[src/rtl/wb_pkg.sv]
// Shared types and default widths for the shared Wishbone bus.
// Holds the bus FSM state encoding and a SEL width helper.
package wb_pkg;

    typedef enum logic [1:0] {
        IDLE    = 2'd0,
        BUSY    = 2'd1,
        RELEASE = 2'd2
    } bus_state_e;

    localparam int unsigned DEF_MASTER_COUNT   = 2;
    localparam int unsigned DEF_ADDR_WIDTH     = 24;
    localparam int unsigned DEF_DATA_WIDTH     = 8;
    localparam int unsigned DEF_TIMEOUT_CYCLES = 255;

    function automatic int unsigned sel_width(input int unsigned dw);
        return (dw / 8 < 1) ? 1 : dw / 8;
    endfunction

endpackage

[src/rtl/rr_select.sv]
// Round-robin pick: first set request after the last winner.
// Search wraps modulo N; valid_o low when nothing is requested.
module rr_select #(
    parameter int unsigned N  = 2,
    parameter int unsigned IW = 1
) (
    input  logic [N-1:0]  req_i,
    input  logic [IW-1:0] last_i,
    output logic [IW-1:0] next_o,
    output logic          valid_o
);

    // Scan last+1 .. last+N and keep the first hit.
    always_comb begin
        next_o  = '0;
        valid_o = 1'b0;
        for (int k = 1; k <= int'(N); k++) begin
            if (!valid_o && req_i[(int'(last_i) + k) % int'(N)]) begin
                next_o  = IW'((int'(last_i) + k) % int'(N));
                valid_o = 1'b1;
            end
        end
    end

endmodule

[src/rtl/wb_shared_bus.sv]
// Multi-master to single-slave Wishbone bus with round-robin grant.
// Define WB_SHARED_BUS_TIMEOUT_EN to build in the stalled-slave watchdog.
module wb_shared_bus
    import wb_pkg::*;
#(
    parameter int unsigned MASTER_COUNT   = DEF_MASTER_COUNT,
    parameter int unsigned ADDR_WIDTH     = DEF_ADDR_WIDTH,
    parameter int unsigned DATA_WIDTH     = DEF_DATA_WIDTH,
    parameter int unsigned TIMEOUT_CYCLES = DEF_TIMEOUT_CYCLES,
    localparam int unsigned SEL_WIDTH     = sel_width(DATA_WIDTH),
    localparam int unsigned GW            = $clog2(MASTER_COUNT)
) (
    input  logic                               clk_i,
    input  logic                               rst_ni,
    input  logic [MASTER_COUNT-1:0]            m_cyc_i,
    input  logic [MASTER_COUNT-1:0]            m_stb_i,
    input  logic [MASTER_COUNT-1:0]            m_we_i,
    input  logic [MASTER_COUNT*ADDR_WIDTH-1:0] m_adr_i,
    input  logic [MASTER_COUNT*DATA_WIDTH-1:0] m_dat_i,
    input  logic [MASTER_COUNT*SEL_WIDTH-1:0]  m_sel_i,
    output logic [MASTER_COUNT-1:0]            m_ack_o,
    output logic [MASTER_COUNT-1:0]            m_err_o,
    output logic [DATA_WIDTH-1:0]              m_dat_o,
    output logic                               s_cyc_o,
    output logic                               s_stb_o,
    output logic                               s_we_o,
    output logic [ADDR_WIDTH-1:0]              s_adr_o,
    output logic [DATA_WIDTH-1:0]              s_dat_o,
    output logic [SEL_WIDTH-1:0]               s_sel_o,
    input  logic                               s_ack_i,
    input  logic [DATA_WIDTH-1:0]              s_dat_i,
    output logic [GW-1:0]                      gnt_o
);

    if (MASTER_COUNT < 2 || MASTER_COUNT > 8 || TIMEOUT_CYCLES < 1) begin : g_bad_cfg
        $error("wb_shared_bus: unsupported parameter set");
    end

    bus_state_e    state_q, state_d;
    logic [GW-1:0] gnt_q, gnt_d;
    logic [GW-1:0] last_q, last_d;
    logic [GW-1:0] rr_next;
    logic          rr_valid;
    logic          busy;
    logic          own_cyc;
    logic          timeout;

    assign busy    = (state_q == BUSY);
    assign own_cyc = m_cyc_i[gnt_q];

    rr_select #(
        .N  (MASTER_COUNT),
        .IW (GW)
    ) u_rr (
        .req_i   (m_cyc_i),
        .last_i  (last_q),
        .next_o  (rr_next),
        .valid_o (rr_valid)
    );

`ifdef WB_SHARED_BUS_TIMEOUT_EN
    localparam int unsigned CW = $clog2(TIMEOUT_CYCLES + 1);

    logic [CW-1:0] wd_q, wd_d;

    assign timeout = busy && (wd_q >= CW'(TIMEOUT_CYCLES));

    // Count stalled strobe cycles of the current owner; clear otherwise.
    always_comb begin
        wd_d = '0;
        if (busy && state_d == BUSY && s_stb_o && !s_ack_i) begin
            wd_d = wd_q + 1'b1;
        end
    end

    // Watchdog register.
    always_ff @(posedge clk_i) begin
        if (!rst_ni) begin
            wd_q <= '0;
        end else begin
            wd_q <= wd_d;
        end
    end
`else
    assign timeout = 1'b0;
`endif

    // Bus FSM state, current grant and round-robin pointer.
    always_ff @(posedge clk_i) begin
        if (!rst_ni) begin
            state_q <= IDLE;
            gnt_q   <= '0;
            last_q  <= GW'(MASTER_COUNT - 1);
        end else begin
            state_q <= state_d;
            gnt_q   <= gnt_d;
            last_q  <= last_d;
        end
    end

    // Next-state: grant from IDLE, leave BUSY on drop or timeout.
    always_comb begin
        state_d = state_q;
        gnt_d   = gnt_q;
        last_d  = last_q;
        unique case (state_q)
            IDLE: begin
                if (rr_valid) begin
                    state_d = BUSY;
                    gnt_d   = rr_next;
                    last_d  = rr_next;
                end
            end
            BUSY: begin
                if (!own_cyc || timeout) begin
                    state_d = RELEASE;
                end
            end
            RELEASE: state_d = IDLE;
            default: state_d = IDLE;
        endcase
    end

    // Slave side follows the owner; ack/err routed only to the owner.
    always_comb begin
        s_cyc_o = busy;
        s_stb_o = busy && m_stb_i[gnt_q];
        s_we_o  = m_we_i[gnt_q];
        s_adr_o = m_adr_i[int'(gnt_q)*ADDR_WIDTH +: ADDR_WIDTH];
        s_dat_o = m_dat_i[int'(gnt_q)*DATA_WIDTH +: DATA_WIDTH];
        s_sel_o = m_sel_i[int'(gnt_q)*SEL_WIDTH +: SEL_WIDTH];
        m_dat_o = s_dat_i;
        gnt_o   = gnt_q;
        m_ack_o = '0;
        m_err_o = '0;
        if (busy && rst_ni) begin
            m_ack_o[gnt_q] = s_ack_i;
            m_err_o[gnt_q] = timeout;
        end
    end

endmodule

[config.mk]
export PLATFORM = sky130hd
export DESIGN_NAME = wb_shared_bus
export DESIGN_NICKNAME = d
export VERILOG_FILES = /design/src/rtl/wb_pkg.sv /design/src/rtl/rr_select.sv /design/src/rtl/wb_shared_bus.sv
export SDC_FILE = /design/constraint.sdc
export NUM_CORES = 1
export LEC_CHECK = 0
export CAP_MARGIN = 10
export CELL_PAD_IN_SITES_DETAIL_PLACEMENT = 0
export CELL_PAD_IN_SITES_GLOBAL_PLACEMENT = 1
export CORE_MARGIN = 2
export CORE_UTILIZATION = 13
export DETAILED_ROUTE_END_ITERATION = 8
export PLACE_DENSITY = 0.95
export SETUP_SLACK_MARGIN = 0.4
export SYNTH_ARGS = -nofsm -noshare
export SYNTH_HDL_FRONTEND = slang
export SYNTH_HIERARCHICAL = 1
export SYNTH_SLANG_ARGS = --single-unit
[constraint.sdc]
create_clock -name clk_i -period 2.05 [get_ports clk_i]
set_clock_uncertainty 0.1 [all_clocks]
set_input_delay 0.41 -clock clk_i [delete_from_list [all_inputs] [get_ports clk_i]]
set_output_delay 0.41 -clock clk_i [all_outputs]
set_load 0.05 [all_outputs]
==> out/metrics.yaml <==
status:
  run_status: "finished clean"
flow_run:
  drv_cap: 0
clocking:
  cts-buffers-inserted: 3
  cts.clk_slew.worst_paths_ps: 30
  cts_sinks: 4
  cts_buffer_depth: 2
  clk_latency_ps: 220
  cts_max_level: 1
  cts_tree: "built"
  root_buffer: "clkbuf_8"
  hold_buffers: 0
worst_setup_path:
  reg2reg_from: "gnt_o"
  r2r-end: "state_q[0]"
  path_max_fanout: 8
  reg2reg_depth: 5
  setup.worst_path.class: "flop to output pin"
  arrival_ps: 1310
  startpoint: "gnt_o"
  cp-endpoint: "s_dat_o[1]"
  end_kind: "output pin"
  r2r_setup_slack_ps: 500
  startpoint_type: "flop"
  required_ps: 1540
power_and_ir_drop:
  ir_worst_vdd_uv: 214
  p_total_mw: 1.17
  cellLeakagePower_nw: 1.11
  power_density_nw_per_um2: 458
floorplanning:
  std_cell_rows: 27
  coreArea_um2: 5440
  start_util: 0.133
  die_w_um: 78.6
  ios: 132
  die_h_um: 78.6
  die-area_um2: 6180
synth:
  ys_seq_area_frac: 0.111
  synth_common_cells: "mux2_2, buf_4, dfxtp_1, buf_6, mux2i_1"
  ys_ff_latch: 4
  synth.most_common_cell: "mux2_2"
  yosys-top-cells-area: "mux2_2, dfxtp_1, buf_4"
  syn-instance-count: 72
  syn_avg_cell_area_um2: 10.0
  ys_warn_count: 6
  yosysTopAreaCell: "mux2_2"
  ys_dominant_reg_cell: "dfxtp_1"
  synth_edf_count: 0
  async_flop_share: 0
  synth_cell_types: 21
  netlist_area_um2: 723
  post-synth-top-area-fraction: 0.529
detailed_routing:
  drt_iter0_markers: 7
  wl_per_cell_um: 14.0
  dr_wl_met3_um: 365
  remaining_drc_errors: 0
  vias: 1038
  ant_nets: 0
  wirelength_um: 3650
  met1_length_um: 1360
  dr_wl_met2_um: 1920
  drtPass1Iterations: 3
  top_layer_used: "met3"
  vias_per_cell: 3.99
cells_and_area:
  n_fill_cell: 495
  final_cells: 260
  areaGrowthSynthToFinish_pct: 254
  fin_nets: 272
  drive_above_1_share: 0.521
  diodes: 0
  finish.utilization: 0.470
sta:
  min_period_over_period: 0.886
  final.setup.tns_ps: 0
  rsz0062_at_grt: "true"
  period_needed_ps: 1820
  hold_viol: 0
  hold_ws_ps: 365
  max_freq_mhz: 550
  slew_violations: 0
  finalSetupViolCount: 0
placement:
  port-buffer-count: 113
  hpwl_um: 2760
  gp_congestion: 0.657
  placed_cells: 248
global_route:
  grt_pass1_wl_um: 5220
  grt_start_max_net_pins: 15
  track_usage: 0.104
  overflow: 0
  first_global_vias: 1141
  antenna_found_initial: 0
min_path:
  hold_class: "flop to flop"
  min_path_cells: 1
==> repair_timing <==
action	CTS	global route
endpoints found under the hold margin	0	0
pin swaps	2	1
buffers inserted	6	1
gates resized for setup	20	29
setup endpoints to repair	37	39
gates cloned	0	1
==> cells by family after synthesis <==
family	share of synthesized area
flip-flops	0.111
AO/OA/AOI/OAI	0.0415
buffers and inverters	0.168
other	0.00519
multiplexers	0.571
AND/OR/NAND/NOR	0.104
==> metal layers <==
metal / vias up / track usage
li1: 481 / -
met1: 478 / 0.112
met2: 79 / 0.202
met3: 0 / 0.0276
met4: 0 / 0.0175
met5: - / 0
==> worst min-delay path by stage <==
stage / from / to
2_1_floorplan: state_q[1] / state_q[0]
3_3_place_gp: state_q[1] / state_q[0]
3_5_place_dp: state_q[1] / state_q[0]
4_1_cts: state_q[0] / state_q[0]
5_1_grt: state_q[0] / state_q[0]
6_report: state_q[0] / state_q[0]
==> where the power goes <==
part	internal, mW	switching [mW]
Combinational	0.503	0.394
Sequential	0.0858	0.0114
Clock	0.133	0.0434
==> through the flow <==
stage / instance area (µm²) / setup WS [ps]
2_1_floorplan: 768 / 341
3_3_place_gp: 2300 / 219
3_5_place_dp: 2300 / 228
4_1_cts: 2410 / 218
5_1_grt: 2560 / 196
6_report: 2560 / 233
==> state kept, by name (all words and copies together), names as in the netlist <==
name	count
state_q	2
last_q	1
gnt_o	1
==> layout by cell type, fill, tap and decap left out <==
master and instances:
a2111oi_2 1, a21boi_1 1, and2b_2 1, and3_1 1, and4_4 1, and4b_4 1
buf_12 39, buf_4 6, buf_6 4, buf_8 1, clkbuf_1 1, clkbuf_16 1
clkbuf_8 3, clkdlybuf4s50_1 65, conb_1 2, dfxtp_1 1, dfxtp_2 1, dfxtp_4 2
dlygate4sd2_1 9, inv_1 2, mux2_4 34, mux2i_1 2, mux2i_4 1, nand2_1 2
nand4bb_1 1, nor2_1 1, nor2b_4 1, nor3b_2 1, o211ai_1 1, or2_1 1
==> critical path: stages, from the launching register on <==
cell,delay (ps)
dfxtp_4,430
clkbuf_16,190
mux2_4,320
buf_12,150
==> layout make-up <==
type | instances | area (µm²) | area share
multi-input cells | 53 | 686 | 0.268
inverters | 2 | 7.51 | 0.00294
flip-flops and latches | 4 | 88.8 | 0.0347
well taps | 72 | 90.1 | 0.0352
repair buffers | 125 | 1640 | 0.641
clock buffers | 4 | 45.0 | 0.0176
Note: power is estimated with default switching activity, not from simulation.
